==> config.mk <==
export PLATFORM = sky130hd
export DESIGN_NAME = free_list_flat
export DESIGN_NICKNAME = d
export VERILOG_FILES = /design/src/rtl/free_list_if.sv /design/src/rtl/free_list.sv /design/src/flat_wrapper.sv
export SDC_FILE = /design/constraint.sdc
export NUM_CORES = 1
export LEC_CHECK = 0
export ABC_AREA = 0
export CORE_ASPECT_RATIO = 2
export CORE_MARGIN = 2
export CORE_UTILIZATION = 50
export CTS_BUF_LIST = sky130_fd_sc_hd__clkbuf_16
export DETAILED_ROUTE_END_ITERATION = 10
export GPL_TIMING_DRIVEN = 0
export PLACE_DENSITY = 0.67
export RECOVER_POWER = 50
export SYNTH_ARGS = -nofsm -noshare
export SYNTH_HDL_FRONTEND = slang
export SYNTH_SLANG_ARGS = --single-unit
export TNS_END_PERCENT = 50
==> constraint.sdc <==
create_clock -name clock -period 11.1 [get_ports clock]
set_clock_uncertainty 0.2 [all_clocks]
set_input_delay 2.775 -clock clock [delete_from_list [all_inputs] [get_ports clock]]
set_output_delay 2.775 -clock clock [all_outputs]
set_load 0.05 [all_outputs]
==> src/rtl/free_list_if.sv <==
// Rename-stage free list interface.
// Groups the enable, dispatch, retire and rollback requests with the allocation outputs.
// Signals:
//   en                global enable
//   dispatch_en       an instruction dispatches this cycle
//   dest_idx          architectural destination of the dispatching instruction
//   ROB_tail_idx      ROB slot taken by the dispatching instruction
//   retire_en         ROB head retires this cycle
//   retire_dest_idx   architectural destination of the retiring instruction
//   T_old_idx_head    physical register freed by the retirement
//   rollback_en       branch mispredict recovery
//   ROB_rollback_idx  ROB slot of the mispredicted branch
//   T_idx             physical register at the list head
//   free_valid        list is not empty
//   free_count        number of free entries
// Modports: master drives the requests (rename/ROB side), slave is the free list.
interface free_list_if #(
    parameter int unsigned NUM_PR   = 64,
    parameter int unsigned NUM_ARCH = 32,
    parameter int unsigned NUM_ROB  = 8
) ();
    localparam int unsigned NUM_FL = NUM_PR - NUM_ARCH;
    localparam int unsigned FL_W   = $clog2(NUM_FL);
    localparam int unsigned PR_W   = $clog2(NUM_PR);
    localparam int unsigned AR_W   = $clog2(NUM_ARCH);
    localparam int unsigned ROB_W  = $clog2(NUM_ROB);

    logic              en;
    logic              dispatch_en;
    logic [AR_W-1:0]   dest_idx;
    logic [ROB_W-1:0]  ROB_tail_idx;
    logic              retire_en;
    logic [AR_W-1:0]   retire_dest_idx;
    logic [PR_W-1:0]   T_old_idx_head;
    logic              rollback_en;
    logic [ROB_W-1:0]  ROB_rollback_idx;
    logic [PR_W-1:0]   T_idx;
    logic              free_valid;
    logic [FL_W:0]     free_count;

    modport master (
        output en, dispatch_en, dest_idx, ROB_tail_idx,
        output retire_en, retire_dest_idx, T_old_idx_head,
        output rollback_en, ROB_rollback_idx,
        input  T_idx, free_valid, free_count
    );

    modport slave (
        input  en, dispatch_en, dest_idx, ROB_tail_idx,
        input  retire_en, retire_dest_idx, T_old_idx_head,
        input  rollback_en, ROB_rollback_idx,
        output T_idx, free_valid, free_count
    );
endinterface

==> src/rtl/free_list.sv <==
// Physical-register free list for an R10000-style rename stage.
// Circular FIFO of free PR numbers: dispatch pops the head, retirement pushes T_old at
// the tail. Each ROB slot keeps a snapshot of the head so a mispredict restores the
// list in one cycle.
// Ports:
//   clock  single clock
//   reset  asynchronous active-high reset
//   fl_if  free_list_if slave: requests in, T_idx / free_valid / free_count out
// NUM_PR - NUM_ARCH must be a power of two so the index wraps with the pointer bits.
module free_list #(
    parameter int unsigned NUM_PR   = 64,
    parameter int unsigned NUM_ARCH = 32,
    parameter int unsigned NUM_ROB  = 8,
    parameter int unsigned ZERO_REG = 31
) (
    input  logic         clock,
    input  logic         reset,
    free_list_if.slave   fl_if
);
    localparam int unsigned NUM_FL = NUM_PR - NUM_ARCH;
    localparam int unsigned FL_W   = $clog2(NUM_FL);
    localparam int unsigned PTR_W  = FL_W + 1;
    localparam int unsigned PR_W   = $clog2(NUM_PR);
    localparam int unsigned AR_W   = $clog2(NUM_ARCH);

    logic [PR_W-1:0]  r_fl   [NUM_FL];
    logic [PTR_W-1:0] r_snap [NUM_ROB];
    logic [PTR_W-1:0] r_head;
    logic [PTR_W-1:0] r_tail;

    logic [PTR_W-1:0] w_head_next;
    logic [PTR_W-1:0] w_count;
    logic             w_free_valid;
    logic             w_rollback;
    logic             w_snap;
    logic             w_pop;
    logic             w_push;

    // Wrap bit makes full (difference NUM_FL) distinguishable from empty (difference 0).
    assign w_count      = r_tail - r_head;
    assign w_free_valid = (w_count != '0);

    assign w_rollback = fl_if.en & fl_if.rollback_en;
    // A dispatch during rollback is squashed: no snapshot and no pop.
    assign w_snap     = fl_if.en & fl_if.dispatch_en & ~fl_if.rollback_en;
    assign w_pop      = w_snap & w_free_valid & (fl_if.dest_idx != AR_W'(ZERO_REG));
    assign w_push     = fl_if.en & fl_if.retire_en &
                        (fl_if.retire_dest_idx != AR_W'(ZERO_REG));

    always_comb begin
        w_head_next = r_head;
        if (w_rollback) begin
            w_head_next = r_snap[fl_if.ROB_rollback_idx];
        end else if (w_pop) begin
            w_head_next = r_head + PTR_W'(1);
        end
    end

    // Rollback only moves head; tail has not reached squashed slots, so they come back intact.
    always_ff @(posedge clock or posedge reset) begin
        if (reset) begin
            r_head <= '0;
            r_tail <= PTR_W'(NUM_FL);
        end else if (fl_if.en) begin
            r_head <= w_head_next;
            if (w_push) begin
                r_tail <= r_tail + PTR_W'(1);
            end
        end
    end

    always_ff @(posedge clock or posedge reset) begin
        if (reset) begin
            for (int unsigned i = 0; i < NUM_FL; i++) begin
                r_fl[i] <= PR_W'(NUM_ARCH + i);
            end
        end else if (w_push) begin
            r_fl[r_tail[FL_W-1:0]] <= fl_if.T_old_idx_head;
        end
    end

    // Snapshot holds the head after this cycle's pop, so rollback to a branch keeps its own tag.
    always_ff @(posedge clock or posedge reset) begin
        if (reset) begin
            for (int unsigned i = 0; i < NUM_ROB; i++) begin
                r_snap[i] <= '0;
            end
        end else if (w_snap) begin
            r_snap[fl_if.ROB_tail_idx] <= w_head_next;
        end
    end

    // No bypass: outputs depend on registered state only.
    assign fl_if.T_idx      = r_fl[r_head[FL_W-1:0]];
    assign fl_if.free_valid = w_free_valid;
    assign fl_if.free_count = w_count;

endmodule

==> src/flat_wrapper.sv <==
// flat-port wrapper written by rule: the top's interface ports become plain ports
module free_list_flat 
#(
    parameter int unsigned NUM_PR   = 64,
    parameter int unsigned NUM_ARCH = 32,
    parameter int unsigned NUM_ROB  = 8,
    parameter int unsigned ZERO_REG = 31
)
  (clock, reset, fl_if_en, fl_if_dispatch_en, fl_if_dest_idx, fl_if_ROB_tail_idx, fl_if_retire_en, fl_if_retire_dest_idx, fl_if_T_old_idx_head, fl_if_rollback_en, fl_if_ROB_rollback_idx, fl_if_T_idx, fl_if_free_valid, fl_if_free_count);
  free_list_if #(.NUM_PR(NUM_PR), .NUM_ARCH(NUM_ARCH), .NUM_ROB(NUM_ROB)) fl_if_i ();
  input  logic clock;
  input  logic reset;
  input wire logic [$bits(fl_if_i.en)-1:0] fl_if_en;
  input wire logic [$bits(fl_if_i.dispatch_en)-1:0] fl_if_dispatch_en;
  input wire logic [$bits(fl_if_i.dest_idx)-1:0] fl_if_dest_idx;
  input wire logic [$bits(fl_if_i.ROB_tail_idx)-1:0] fl_if_ROB_tail_idx;
  input wire logic [$bits(fl_if_i.retire_en)-1:0] fl_if_retire_en;
  input wire logic [$bits(fl_if_i.retire_dest_idx)-1:0] fl_if_retire_dest_idx;
  input wire logic [$bits(fl_if_i.T_old_idx_head)-1:0] fl_if_T_old_idx_head;
  input wire logic [$bits(fl_if_i.rollback_en)-1:0] fl_if_rollback_en;
  input wire logic [$bits(fl_if_i.ROB_rollback_idx)-1:0] fl_if_ROB_rollback_idx;
  output wire logic [$bits(fl_if_i.T_idx)-1:0] fl_if_T_idx;
  output wire logic [$bits(fl_if_i.free_valid)-1:0] fl_if_free_valid;
  output wire logic [$bits(fl_if_i.free_count)-1:0] fl_if_free_count;
  assign fl_if_i.en = fl_if_en;
  assign fl_if_i.dispatch_en = fl_if_dispatch_en;
  assign fl_if_i.dest_idx = fl_if_dest_idx;
  assign fl_if_i.ROB_tail_idx = fl_if_ROB_tail_idx;
  assign fl_if_i.retire_en = fl_if_retire_en;
  assign fl_if_i.retire_dest_idx = fl_if_retire_dest_idx;
  assign fl_if_i.T_old_idx_head = fl_if_T_old_idx_head;
  assign fl_if_i.rollback_en = fl_if_rollback_en;
  assign fl_if_i.ROB_rollback_idx = fl_if_ROB_rollback_idx;
  assign fl_if_T_idx = fl_if_i.T_idx;
  assign fl_if_free_valid = fl_if_i.free_valid;
  assign fl_if_free_count = fl_if_i.free_count;
  free_list #(.NUM_PR(NUM_PR), .NUM_ARCH(NUM_ARCH), .NUM_ROB(NUM_ROB), .ZERO_REG(ZERO_REG)) u_core (.clock(clock), .reset(reset), .fl_if(fl_if_i));
endmodule
==> impl_metrics.json <==
{
  "drive_gt1_share_pct": 47.6,
  "finalSetupViolations": 0,
  "grt_setup_unrepaired": "no",
  "num_io_pins": 41,
  "ctsHtreeMaxLevel": 1,
  "drt_first_pass_iters": 4,
  "p_leak_nw": 5.65,
  "syn_area_um2": 12000,
  "p_clk_share_pct": 24.5,
  "synth_fa_ha_area_share_pct": 1.21,
  "root_buffer": "clkbuf_16",
  "p_comb_share_pct": 34.7,
  "critPathLaunchType": "register",
  "antenna_found_initial": 0,
  "final_nets": 950,
  "internal-power_mw": 2.35,
  "synth_nets": 884,
  "drv_slew": 55,
  "numCtsBuffers": 23,
  "synth_top_family_by_area": "multiplexers",
  "synth.area.top_cells": "dfrtp_1 29%, dfstp_2 25%, mux2_2 18%",
  "critPathArrivalTime_ns": 4.43,
  "grt_pass1_wl_um": 44800,
  "fmax_mhz": 135,
  "rows": 80,
  "finalPower_mw": 3.49,
  "failed_checks": "max-capacitance violations, max-slew violations",
  "area_growth_pct": 13.4,
  "cts_hold_buf": 0,
  "period_share_pct": 66.7,
  "yosys.area.top_type": "dfrtp_1",
  "synth.mux.area_fraction_pct": 32.0,
  "dieArea_um2": 25400,
  "syn_avg_cell_area_um2": 14.2,
  "synth_edf_count": 0,
  "hp-class": "reg -> reg",
  "dp.cells": 1173,
  "power_density_nw_per_um2": 256,
  "dieWidth_um": 114,
  "grt.overflow.total": 0,
  "antenna_left": 0,
  "end_kind": "output pin",
  "drt-total-wl_um": 28500,
  "netlist_instances": 845,
  "relSlewSlack_pct": -62.2,
  "required_ns": 8.12,
  "synth_flop_cell": "dfrtp_1",
  "synth_warnings": 0,
  "fp.dieH_um": 223,
  "critical_path_class": "reg -> out",
  "power_frac_seq_pct": 40.8,
  "status": "finished, violations left",
  "final_cell_mix": "194 x mux2_2, 139 x dfrtp_1, 113 x dfstp_2",
  "async_reset_ff_share_pct": 100,
  "ys_types": 47,
  "critPathMaxFanout": 10,
  "cts_sinks": 252,
  "gp_congestion": 0.841,
  "cts_max_path_buffers": 3,
  "irDropWorstVdd_mv": 0.161,
  "via_per_inst": 5.95,
  "cts_resized": 0,
  "drt_iter0_markers": 531,
  "sw_frac_of_total_pct": 32.6,
  "cts_tree": "built",
  "hpwl_um": 21500,
  "grt_pass1_vias": 7809,
  "synth-seq-cells": 252,
  "synth-compound-area-share_pct": 4.14,
  "fin_crit_ns": 7.41,
  "wl_per_cell_um": 23.5,
  "post_cts_buffers": 0,
  "core-area_um2": 23700,
  "final_common_cell": "mux2_2",
  "antennaDiodeCount": 0,
  "vias": 7233,
  "drv_cap": 1,
  "postLayoutCoreUtil_pct": 57.4,
  "clk_latency_ns": 0.53,
  "clkSlewWorstSetupHoldPaths_ns": 0.07,
  "holdWs_ns": 0.301,
  "io_buffers": 39,
  "fin_cells": 1215,
  "power.switching_mw": 1.14,
  "start_util_pct": 50.7,
  "synth_xor_area_share_pct": 0.583,
  "track_usage_pct": 23.4,
  "drc": 0,
  "yosys.area_share.simple_pct": 6.42,
  "grt_start_max_net_pins": 103,
  "yosysTopAreaCellShare_pct": 28.9,
  "finalHoldViolCount": 0,
  "synth-seq-area-share_pct": 53.7,
  "worstMarginPinSlew_ns": 2.42
}
## power groups by stage
stage | Sequential, mW | Combinational [mW] | Clock [mW]
4_1_cts | 1.42 | 1.23 | 0.870
6_report | 1.42 | 1.21 | 0.855
5_1_grt | 1.45 | 1.30 | 0.902
3_5_place_dp | 1.43 | 1.22 | 0
2_1_floorplan | 1.38 | 0.924 | 0
3_3_place_gp | 1.42 | 1.20 | 0
## through the flow
stage	setup TNS [ns]	cell area, µm²	setup WS [ns]
floorplan	0	12000	1.38
global placement	-251.66	12800	-1.85
detailed placement	0	12800	4.21
CTS	0	13600	3.63
global route	0	13600	3.37
finish	0	13600	3.69
## synthesized netlist by cell type (all sizes together) (9+ instances only)
cell type / number
a31oi: 50
buf: 9
clkbuf: 42
dfrtp: 139
dfstp: 113
ha: 10
inv: 9
mux2: 194
mux4: 72
nand2: 52
nand3: 11
nor2: 76
## critical path: stages, from the launching register on
cell             delay, ns
dfrtp_1               0.45
clkinv_1              0.22
buf_1                 0.70
ha_1                  0.43
o21ai_0               0.16
a21oi_1               0.08
a31o_2                0.27
nor4_4                0.63
inv_2                 0.19
clkdlybuf4s50_1       0.76
## flip-flops by register name (all words and copies together) (netlist names)
| name | count |
|---|---|
| u_core.r_head | 6 |
| u_core.r_snap | 48 |
| u_core.r_tail | 6 |
| u_core.r_fl | 192 |
## final cells by class
| type | count | area (µm²) |
|---|---|---|
| Fill cell | 1924 | 10100 |
| Sequential cell | 252 | 6450 |
| Multi-Input combinational cell | 532 | 5330 |
| Clock buffer | 23 | 576 |
| Timing Repair Buffer | 41 | 445 |
| Tap cell | 287 | 359 |
| Clock inverter | 19 | 228 |
| Buffer | 51 | 200 |
| Inverter | 10 | 38.8 |
## kinds of logic after synthesis
| logic type | after synthesis |
|---|---|
| xor gates and xnor gates | 8 |
| and+or+nand+nor | 171 |
| muxes | 270 |
| AOI/OAI and AO/OA | 72 |
| buffers and inverters | 61 |
| adders and majority gates | 11 |
| DFF | 252 |
## worst paths after layout
check	endpoint	cells past startpoint	slack, ns	startpoint
min in group asynchronous	u_core.r_fl[69]	2	3.17	reset
max reg2reg	u_core.r_snap[4]	10	7.04	u_core.r_head[2]
max in group asynchronous	u_core.r_fl[161]	4	5.74	reset
max	fl_if_free_valid	9	3.69	u_core.r_head[2]
min	u_core.r_fl[32]	1	0.30	u_core.r_fl[32]
min reg2reg	u_core.r_fl[32]	1	0.30	u_core.r_fl[32]
## routing by layer
metal / up-vias / share of wire (%) / track usage [%]
met2: 139 / 60 / 47.1
met4: 0 / 3.8 / 9.21
li1: 3260 / - / -
met1: 3792 / 34 / 23.9
met5: - / 0 / 0
met3: 42 / 2.8 / 2.28
Note: power is estimated with default switching activity, not from simulation.
